==> config.mk <==
export PLATFORM = sky130hd
export DESIGN_NAME = mam_pkt_tx
export DESIGN_NICKNAME = d
export VERILOG_FILES = /design/src/rtl/dii_package.sv /design/src/rtl/mam_pkg.sv /design/src/rtl/mam_pkt_tx.sv
export SDC_FILE = /design/constraint.sdc
export NUM_CORES = 1
export LEC_CHECK = 0
export ABC_AREA = 1
export CAP_MARGIN = 20
export CORE_UTILIZATION = 53
export DETAILED_ROUTE_END_ITERATION = 8
export PLACE_DENSITY = 0.87
export SLEW_MARGIN = 20
export SYNTH_ARGS = -nofsm -noshare
export SYNTH_HDL_FRONTEND = slang
export SYNTH_SLANG_ARGS = --single-unit
==> constraint.sdc <==
create_clock -name clk -period 4.23 [get_ports clk]
set_clock_uncertainty 0.2 [all_clocks]
set_input_delay 1.0575 -clock clk [delete_from_list [all_inputs] [get_ports clk]]
set_output_delay 1.0575 -clock clk [all_outputs]
set_load 0.01 [all_outputs]
==> src/rtl/dii_package.sv <==
`default_nettype none
// ============================================================================
// Module   : dii_package
// Purpose  : Debug interconnect flit type shared by all debug modules.
//            A flit is one 16-bit word plus its handshake valid and the
//            end-of-packet marker.
// Revision : 1.0 - initial release
// ============================================================================
package dii_package;

    typedef struct packed {
        logic [15:0] data;
        logic        valid;
        logic        last;
    } dii_flit;

endpackage : dii_package
`default_nettype wire

==> src/rtl/mam_pkg.sv <==
`default_nettype none
// ============================================================================
// Module   : mam_pkg
// Purpose  : Shared definitions for the MAM request packetizer: MAM header
//            bit layout, debug packet type for header flit 1, address flit
//            count helper and the packetizer state encoding.
// Revision : 1.0 - initial release
// ============================================================================
package mam_pkg;

    // MAM request header flit layout
    localparam int C_MAM_HDR_RW_BIT    = 15;
    localparam int C_MAM_HDR_BURST_BIT = 14;
    localparam int C_MAM_HDR_BEATS_MSB = 13;

    // Debug packet type carried in bits [15:14] of header flit 1
    localparam logic [1:0] C_DII_TYPE_REQ = 2'b01;

    typedef enum logic [2:0] {
        ST_IDLE = 3'd0,
        ST_HDR0 = 3'd1,
        ST_HDR1 = 3'd2,
        ST_MHDR = 3'd3,
        ST_ADDR = 3'd4,
        ST_DATA = 3'd5
    } mam_tx_state_e;

    // Number of 16-bit flits needed to carry an address
    function automatic int addr_flits(input int addr_width);
        return addr_width / 16;
    endfunction

endpackage : mam_pkg
`default_nettype wire

==> src/rtl/mam_pkt_tx.sv <==
`default_nettype none
// ============================================================================
// Module   : mam_pkt_tx
// Purpose  : Host-side MAM request packetizer. Takes one access request
//            (rw, burst, beats, address) plus a write data stream and emits
//            the matching MAM debug packets. Writes longer than one packet
//            are split into continuation packets (HDR0, HDR1, data only).
// Ports    : clk, rst_n            - clock, async active-low reset
//            src_id, dest_id       - own / target debug ids
//            req_*                 - request handshake and fields
//            wdata_valid/_ready    - write word stream
//            debug_out(_ready)     - dii_flit output with sink ready
// Revision : 1.0 - initial release
// ============================================================================
module mam_pkt_tx
    import mam_pkg::*;
    import dii_package::*;
#(
    parameter int DATA_WIDTH  = 16,
    parameter int ADDR_WIDTH  = 32,
    parameter int MAX_PKT_LEN = 8
) (
    input  logic                  clk,
    input  logic                  rst_n,
    input  logic [9:0]            src_id,
    input  logic [9:0]            dest_id,
    input  logic                  req_valid,
    output logic                  req_ready,
    input  logic                  req_rw,
    input  logic                  req_burst,
    input  logic [13:0]           req_beats,
    input  logic [ADDR_WIDTH-1:0] req_addr,
    input  logic                  wdata_valid,
    input  logic [DATA_WIDTH-1:0] wdata,
    output logic                  wdata_ready,
    output dii_flit               debug_out,
    input  logic                  debug_out_ready
);

    localparam int C_AF  = addr_flits(ADDR_WIDTH);
    localparam int C_SF  = DATA_WIDTH / 16;
    localparam int C_AIW = (C_AF > 1) ? $clog2(C_AF) : 1;
    localparam int C_SIW = (C_SF > 1) ? $clog2(C_SF) : 1;
    localparam int C_PCW = $clog2(MAX_PKT_LEN);

    localparam logic [C_AIW-1:0] C_AIDX_LAST = C_AIW'(C_AF - 1);
    localparam logic [C_SIW-1:0] C_SIDX_LAST = C_SIW'(C_SF - 1);
    localparam logic [C_PCW-1:0] C_PKT_LAST  = C_PCW'(MAX_PKT_LEN - 1);

    generate
        if (MAX_PKT_LEN < 4 + C_AF) begin : g_bad_pkt_len
            $error("mam_pkt_tx: MAX_PKT_LEN must be at least 4 + ADDR_WIDTH/16");
        end
        if ((DATA_WIDTH % 16 != 0) || (ADDR_WIDTH % 16 != 0)) begin : g_bad_width
            $error("mam_pkt_tx: DATA_WIDTH and ADDR_WIDTH must be multiples of 16");
        end
    endgenerate

    mam_tx_state_e           state_q, state_d;
    logic                    rw_q, rw_d;
    logic                    burst_q, burst_d;
    logic [13:0]             beats_q, beats_d;
    logic [ADDR_WIDTH-1:0]   addr_q, addr_d;
    logic [13:0]             words_left_q, words_left_d;
    logic [C_PCW-1:0]        pkt_cnt_q, pkt_cnt_d;
    logic [C_AIW-1:0]        aidx_q, aidx_d;
    logic [C_SIW-1:0]        sidx_q, sidx_d;
    logic                    cont_q, cont_d;
    logic                    req_ready_q, req_ready_d;

    logic [15:0] flit_data;
    logic        flit_valid;
    logic        flit_last;
    logic        fire;
    logic        no_data;
    logic        word_end;
    logic        req_end;
    logic        pkt_full;

    // A request carries no data when it is a read or a zero-beat burst write
    assign no_data  = !rw_q || (words_left_q == 14'd0);
    assign word_end = (sidx_q == C_SIDX_LAST);
    assign req_end  = word_end && (words_left_q == 14'd1);
    assign pkt_full = (pkt_cnt_q == C_PKT_LAST);
    assign fire     = flit_valid && debug_out_ready;

    // Flit content is a pure function of registered state, so it holds
    // steady under backpressure; only DATA forwards the word stream.
    always_comb begin
        flit_data  = 16'h0;
        flit_valid = 1'b0;
        flit_last  = 1'b0;
        unique case (state_q)
            ST_HDR0: begin
                flit_valid = 1'b1;
                flit_data  = {6'h0, dest_id};
            end
            ST_HDR1: begin
                flit_valid = 1'b1;
                flit_data  = {C_DII_TYPE_REQ, 4'h0, src_id};
            end
            ST_MHDR: begin
                flit_valid = 1'b1;
                flit_data[C_MAM_HDR_RW_BIT]       = rw_q;
                flit_data[C_MAM_HDR_BURST_BIT]    = burst_q;
                flit_data[C_MAM_HDR_BEATS_MSB:0]  = burst_q ? beats_q : 14'h0;
            end
            ST_ADDR: begin
                flit_valid = 1'b1;
                for (int i = 0; i < C_AF; i++) begin
                    if (aidx_q == C_AIW'(i)) flit_data = addr_q[(C_AF-1-i)*16 +: 16];
                end
                flit_last = (aidx_q == C_AIDX_LAST) && no_data;
            end
            ST_DATA: begin
                flit_valid = wdata_valid;
                for (int i = 0; i < C_SF; i++) begin
                    if (sidx_q == C_SIW'(i)) flit_data = wdata[(C_SF-1-i)*16 +: 16];
                end
                flit_last = req_end || pkt_full;
            end
            default: ;
        endcase
    end

    always_comb begin
        state_d      = state_q;
        rw_d         = rw_q;
        burst_d      = burst_q;
        beats_d      = beats_q;
        addr_d       = addr_q;
        words_left_d = words_left_q;
        pkt_cnt_d    = pkt_cnt_q;
        aidx_d       = aidx_q;
        sidx_d       = sidx_q;
        cont_d       = cont_q;

        if (state_q == ST_IDLE) begin
            if (req_valid && req_ready_q) begin
                rw_d         = req_rw;
                burst_d      = req_burst;
                beats_d      = req_beats;
                addr_d       = req_addr;
                words_left_d = req_burst ? req_beats : 14'd1;
                pkt_cnt_d    = '0;
                aidx_d       = '0;
                sidx_d       = '0;
                cont_d       = 1'b0;
                state_d      = ST_HDR0;
            end
        end else if (fire) begin
            pkt_cnt_d = pkt_cnt_q + 1'b1;
            unique case (state_q)
                ST_HDR0: state_d = ST_HDR1;
                // Continuation packets skip MHDR and ADDR entirely
                ST_HDR1: state_d = cont_q ? ST_DATA : ST_MHDR;
                ST_MHDR: state_d = ST_ADDR;
                ST_ADDR: begin
                    if (aidx_q == C_AIDX_LAST) begin
                        state_d = no_data ? ST_IDLE : ST_DATA;
                    end else begin
                        aidx_d = aidx_q + 1'b1;
                    end
                end
                ST_DATA: begin
                    // Sub-flit index survives a packet split so a word may
                    // straddle two packets.
                    if (word_end) begin
                        sidx_d       = '0;
                        words_left_d = words_left_q - 14'd1;
                    end else begin
                        sidx_d = sidx_q + 1'b1;
                    end
                    if (req_end) begin
                        state_d = ST_IDLE;
                    end else if (pkt_full) begin
                        state_d   = ST_HDR0;
                        cont_d    = 1'b1;
                        pkt_cnt_d = '0;
                    end
                end
                default: state_d = ST_IDLE;
            endcase
        end

        req_ready_d = (state_d == ST_IDLE);
    end

    always_ff @(posedge clk or negedge rst_n) begin
        if (!rst_n) begin
            state_q      <= ST_IDLE;
            rw_q         <= 1'b0;
            burst_q      <= 1'b0;
            beats_q      <= 14'h0;
            addr_q       <= '0;
            words_left_q <= 14'h0;
            pkt_cnt_q    <= '0;
            aidx_q       <= '0;
            sidx_q       <= '0;
            cont_q       <= 1'b0;
            req_ready_q  <= 1'b0;
        end else begin
            state_q      <= state_d;
            rw_q         <= rw_d;
            burst_q      <= burst_d;
            beats_q      <= beats_d;
            addr_q       <= addr_d;
            words_left_q <= words_left_d;
            pkt_cnt_q    <= pkt_cnt_d;
            aidx_q       <= aidx_d;
            sidx_q       <= sidx_d;
            cont_q       <= cont_d;
            req_ready_q  <= req_ready_d;
        end
    end

    assign req_ready   = req_ready_q;
    assign wdata_ready = (state_q == ST_DATA) && debug_out_ready && word_end;
    assign debug_out   = '{data: flit_data, valid: flit_valid, last: flit_last};

endmodule : mam_pkt_tx
`default_nettype wire

==> metrics.txt, run 1 <==
top cells by area, synth=dfrtp_1, mux2_4, nand2_1; Max Freq=0.256 GHz; Avg Inst Size Synth=8.95 um2; TritonCTS clock tree=built; Synth warnings=0; number of synthesized register bits=71; Reg clk slew, reported paths=80 ps; Least-Margin Pin Slew=883 ps; root buf cell=clkbuf_8; Post-Route Setup TNS=0 ps; CTS Buf Count=9; Mapped Area=between 0.004 and 0.005 mm2; max-slew violations=0; Die ar.=approximately 0.008 mm2; DRT Wirelength=between 10 and 15 mm; GRT overflow=0; EDFF count, synth=0; Reg2Reg Setup Slack=1360 ps; first-pass GRT wire length=18.4 mm; Crit Path Class=reg2out; Crit Reg-Reg Endpoint=addr_q[21]; initial DRC count=195; drt pass-1 iters=5; final period utilization=92.5%; leakage power=2.55 nW; worst r2r src=state_q[0]; GR Util All Layers=31.1%; Final nets=649; Clock Path Buffers=2; Async S/R FF share, synth=100%; post-synthesis sequential area ratio=43.8%; Worst setup SP type=flip-flop; worst hold margin=293 ps; largest net degree at the start of global routing=72; Ant. Diodes=0; status=finished clean; Hold Path Class=reg2reg; syn_nets=547; CP arrival=approximately 2700 ps; Syn Inst Count=453; hold path cells=2; final cell count without fillers=658; DRT met1 WL=4.60 mm; CTS hold repair buffers=0; # Post-CTS Setup Buffers=0; Multi-input gate area=slightly below 0.002 mm2; core area=0.00733 mm2; met2 wire len=~5.4 mm; headroom to the max-slew limit=41.2%; starting density of the core=a little under three fifths; Hold Crit Endpoint=beats_q[1]; Die W=89.5 um; share of cells above drive strength 1=13.8%; Synth top area share=43.8%; vias per cell=approximately 5.6; Fillers=534; I/O Buffers=108; initial antenna violation count=0; vias in the first global route=3,767; Synth Flop Type=dfrtp_1; DR WL/cell=about 17 um; drc violations=0; detailed-route via count=3,717; RSZ-0062 raised after global routing=false; design area=0.00533 mm2; register area=0.00178 mm2; minimum clock period after layout=3910 ps; top layer in use=met4; Crit Path Max Fanout=15; min-delay src=beats_q[1]; Yosys top cell by area=dfrtp_1; CP endpoint kind=output port; FF-to-FF path depth=6; Sinks on Clock Net=slightly above 70; data required time of the worst path=2970 ps; synth-to-layout area growth=31.5%; H-Tree Depth=3; routability cong.=0.887; # IOs=109; Synth cell types=39; Placed Area=approximately 0.0051 mm2; final hold vios=0; Max Cap Viol=0; Die Y=89.5 um; Routed met3 length=roughly 900 um; HPWL Detailed=between 8 and 9 mm; fin util=72.7%; peak supply drop=0.350 mV; placed cells=approximately 640; antenna viol nets, final=0; Pwr Density=689 mW/mm2; CTS resizes=0; Row Count=31; clk_lat worst skew=between 300 and 400 ps; Final setup viols=0
## worst max-delay path, stage by stage (launching register included)
cell,delay [ps]
dfrtp_1,460
inv_1,120
nand2_1,80
nor2_1,210
nand2_1,90
inv_1,390
nand2_1,150
o311ai_0,170
clkdlybuf4s50_1,620
## state kept, by name, indices dropped and copies added, names as in the netlist
register and count:
beats_q 14, pkt_cnt_q 3, addr_q 32, cont_q 1
aidx_q 1, burst_q 1, state_q 3, rw_q 1
words_left_q 14, req_ready 1
## report_power, final
part           switching (W)  internal [W]
registers           0.000229       0.00102
logic               0.000973      0.000914
clock network       0.000270      0.000270
total                0.00147       0.00220
## worst max path at each step
stage                from             to  slack (ps)  depth (start not counted)
6_report       state_q[2]  debug_out[15]         320                          8
5_1_grt        state_q[2]  debug_out[15]         150                          8
4_1_cts        state_q[2]  debug_out[15]         310                          8
3_5_place_dp    src_id[9]  debug_out[11]         420                          4
3_3_place_gp    src_id[9]  debug_out[11]         410                          4
2_1_floorplan   src_id[8]  debug_out[10]        1500                          2
## cells by family after synthesis
kind of cell             Yosys count  synth area share, %
AO/OA/AOI/OAI                     80                 12.2
XOR/XNOR                           3                0.648
adder cells (fa/ha/maj)            5                 1.54
buffers and inverters             64                 7.81
flip-flops                        71                 43.8
multiplexers                      38                 13.8
AND/OR/NAND/NOR                  192                 20.2
## cell type report
| cell class | instances | share of cell area [%] |
|---|---|---|
| sequential | 71 | 33.3 |
| inverter | 42 | 2.96 |
| timing repair buffer | 113 | 20.9 |
| clock inverter | 5 | 1.10 |
| multi-input combinational | 318 | 37.0 |
| clock buffer | 10 | 2.39 |
| tap | 99 | 2.32 |
## synthesized netlist by cell type (4+ instances only)
library cell	number
nand4_1	5
inv_2	4
clkbuf_1	4
a22oi_1	5
mux2_4	35
buf_4	4
dfrtp_1	71
nand3_1	20
nor2_2	4
buf_6	7
nor2_1	27
buf_2	7
a21oi_1	22
o21ai_1	7
inv_1	36
nand2_1	126
ha_1	5
a221oi_1	7
o22ai_1	4
o21ai_0	22
## cells in the final DEF (no fill, tap or decap), types with 4 or more instances in the layout
cell type        Yosys  final
o22ai_1              4      4
dfrtp_1             71     71
buf_4                4      5
nor2_2               4      4
nand4_1              5      5
nand2_1            126    126
inv_1               36     36
a221oi_1             7      7
ha_1                 5      5
mux2_4              35     35
a21oi_1             22     22
nor2_1              27     27
inv_2                4      4
o21ai_0             22     22
a22oi_1              5      5
clkbuf_8             0      9
nand3_1             20     19
o21ai_1              7      7
clkdlybuf4s50_1      0    107
## routing by layer
metal	vias to the layer above	GRT usage [%]
met5	-	0
met4	0	13.6
met3	32	7.85
met2	176	51.3
met1	1800	38.8
li1	1709	-
## per-stage QoR
stage / setup slack (ps) / total power (W)
6_report: 318 / 0.00367
5_1_grt: 151 / 0.00393
4_1_cts: 307 / 0.00367
3_5_place_dp: 423 / 0.00311
3_3_place_gp: 407 / 0.00303
2_1_floorplan: 1500 / 0.00253
Power figures use the tool's default switching activity.
==> run 2: changes to the inputs <==
--- a/config.mk
+++ b/config.mk
@@ -9,6 +9,7 @@
 export CAP_MARGIN = 20
 export CORE_UTILIZATION = 53
 export DETAILED_ROUTE_END_ITERATION = 8
+export HOLD_SLACK_MARGIN = 0.06
 export PLACE_DENSITY = 0.87
 export SLEW_MARGIN = 20
 export SYNTH_ARGS = -nofsm -noshare
==> results of run 2 <==
Same layout as run 1: the final DEF is identical, and so are final timing and power.
==> run 3: changes to the inputs <==
==> constraint.sdc (replaced) <==
create_clock -name clk -period 4.23 [get_ports clk]
set_clock_uncertainty 0.2 [all_clocks]
set_input_delay 1.0575 -clock clk [delete_from_list [all_inputs] [get_ports clk]]
set_output_delay 1.0575 -clock clk [all_outputs]
set_load 0.1 [all_outputs]
==> run 3 against run 2 <==
  * Highest routed layer unchanged
  * Routed wire length increased by 0.30%
  * Sequential share of layout area decreased by 0.24 points
  * Total power is 24% higher
  * Setup slack improved by 250 ps
  * Largest power group unchanged
  * Cell count is the same
==> metrics.txt, run 3 (synthesis results as in run 1) <==
status=finished clean; vias in the first global route=3,683 (-2.2%); Sinks on Clock Net=71 (unchanged); drt pass-1 iters=4 (-1); first-pass GRT wire length=18.3 mm (-0.60%); most frequent cells in the layout=nand2_1, clkdlybuf4s50_1, dfrtp_1; Fillers=541 (+1.3%); Least-Margin Pin Slew=966 ps (+83.6 ps); peak supply drop=0.478 mV (+37%); DR WL/cell=17.2 um (+0.30%); Clock Path Buffers=2 (unchanged); GR Util All Layers=30.9% (-0.22 points); CTS hold repair buffers=0 (unchanged); root buf cell=clkbuf_8; max-slew violations=0 (unchanged); headroom to the max-slew limit=35.4% (-5.8 points); final period utilization=86.5% (-6.0 points); clk_lat worst skew=340 ps (-20 ps); worst r2r src=state_q[0]; design area=0.00537 mm2 (+0.73%); Crit Path Max Fanout=15 (unchanged); detailed-route via count=3,664 (-1.4%); share of cells above drive strength 1=17.4% (+3.6 points); I/O Buffers=108 (unchanged); crit path launch=state_q[2]; part of the power in combinational logic=57.4% (+6.0 points); CP arrival=2400 ps (-250 ps); core area=0.00733 mm2 (unchanged); Int Pwr=0.00232 W (+5.5%); CP endpoint kind=output port; switching share of power=49.0% (+8.9 points); commonest non-fill, non-tap cell in the layout=nand2_1; TritonCTS clock tree=built; Final nets=648 (-0.15%); vias per cell=5.57 (-1.4%); final hold vios=0 (unchanged); Reg clk slew, reported paths=70 ps (about the same); Row Count=31 (unchanged); GRT overflow=0 (unchanged); HPWL Detailed=7.97 mm (-0.53%); DRT Wirelength=11.3 mm (+0.30%); largest net degree at the start of global routing=72 (unchanged); initial antenna violation count=0 (unchanged); minimum clock period after layout=3660 ps (-253 ps); Hold Path Class=reg2reg; Clk pwr share=15.1% (+0.4 points); Die ar.=0.00800 mm2 (unchanged); min-delay src=beats_q[9]; CTS resizes=0 (unchanged); Worst setup SP type=flip-flop; Max Cap Viol=0 (unchanged); routability cong.=0.866 (-2.4%); Max Freq=0.273 GHz (+6.9%); Placed Area=0.00512 mm2 (-0.58%); data required time of the worst path=2970 ps (about the same); Pwr Density=847 mW/mm2 (+23%); fin util=73.3% (+0.53 points); Top reg by flops=addr_q; Final setup viols=0 (unchanged); # Post-CTS Setup Buffers=0 (unchanged); # IOs=109 (unchanged); max reg flops=32 (unchanged); initial DRC count=362 (+86%); leakage power=2.63 nW (+3.1%); RSZ-0062 raised after global routing=false; antenna viol nets, final=0 (unchanged); synth-to-layout area growth=32.5%; drc violations=0 (unchanged); Die W=89.5 um (unchanged); CTS Buf Count=9 (unchanged); Die Y=89.5 um (unchanged); Crit Path Class=reg2out; Seq pwr share=27.5% (-6.4 points); Ant. Diodes=0 (unchanged); switching power=0.00223 W (+52%); register area=0.00178 mm2 (unchanged); Multi-input gate area=0.00197 mm2 (unchanged); H-Tree Depth=3 (unchanged); largest registers=addr_q (32), beats_q (14), words_left_q (14); starting density of the core=55.3% (unchanged)
[run 3: per-stage QoR]
step	hold slack [ps]	setup slack (ps)	std cells	total power, W	setup TNS [ps]
2_1_floorplan	253	-217	453	0.00328	-434
3_3_place_gp	268	794	642	0.00374	0
3_5_place_dp	278	763	642	0.00383	0
4_1_cts	295	541	658	0.00455	0
5_1_grt	322	369	658	0.00481	0
6_report	294	572	658	0.00455	0
[run 3: worst paths after layout]
check / to / slack (ps) / cells past startpoint
min reg2reg: beats_q[9] / 290 / 2
max: debug_out[5] / 570 / 8
min: beats_q[9] / 290 / 2
max in group asynchronous: aidx_q / 2520 / 2
min in group asynchronous: addr_q[23] / 700 / 2
max reg2reg: words_left_q[12] / 1230 / 9
[run 3: final cells by class]
cell class,instances,share of cell area (%)
clock buffer,11,2.82
clock inverter,5,1.93
sequential,71,33.1
tap,99,2.31
timing repair buffer,112,20.2
inverter,42,2.94
multi-input combinational,318,36.8
[run 3: layer usage]
| metal | global-route usage (%) | wire, um | up-vias |
|---|---|---|---|
| met4 | 7.79 | 204 | 0 |
| li1 | - | - | 1714 |
| met3 | 7.66 | 703 | 22 |
| met2 | 54.8 | 5660 | 159 |
| met1 | 37.7 | 4720 | 1769 |
| met5 | 0 | 0 | - |
[run 3: power groups by stage]
stage	Sequential, W	Combinational, W	Clock (W)
3_3_place_gp	0.00123	0.00251	0
4_1_cts	0.00124	0.00261	0.000691
6_report	0.00125	0.00261	0.000686
5_1_grt	0.00129	0.00279	0.000725
2_1_floorplan	0.00122	0.00207	0
3_5_place_dp	0.00125	0.00258	0
[run 3: worst max-delay path: stages (launching register included)]
cell,delay [ps]
dfrtp_1,460
inv_1,130
nand2_1,80
nor2_1,190
nand2_1,70
inv_1,440
a22oi_1,220
nand4_1,150
buf_4,300
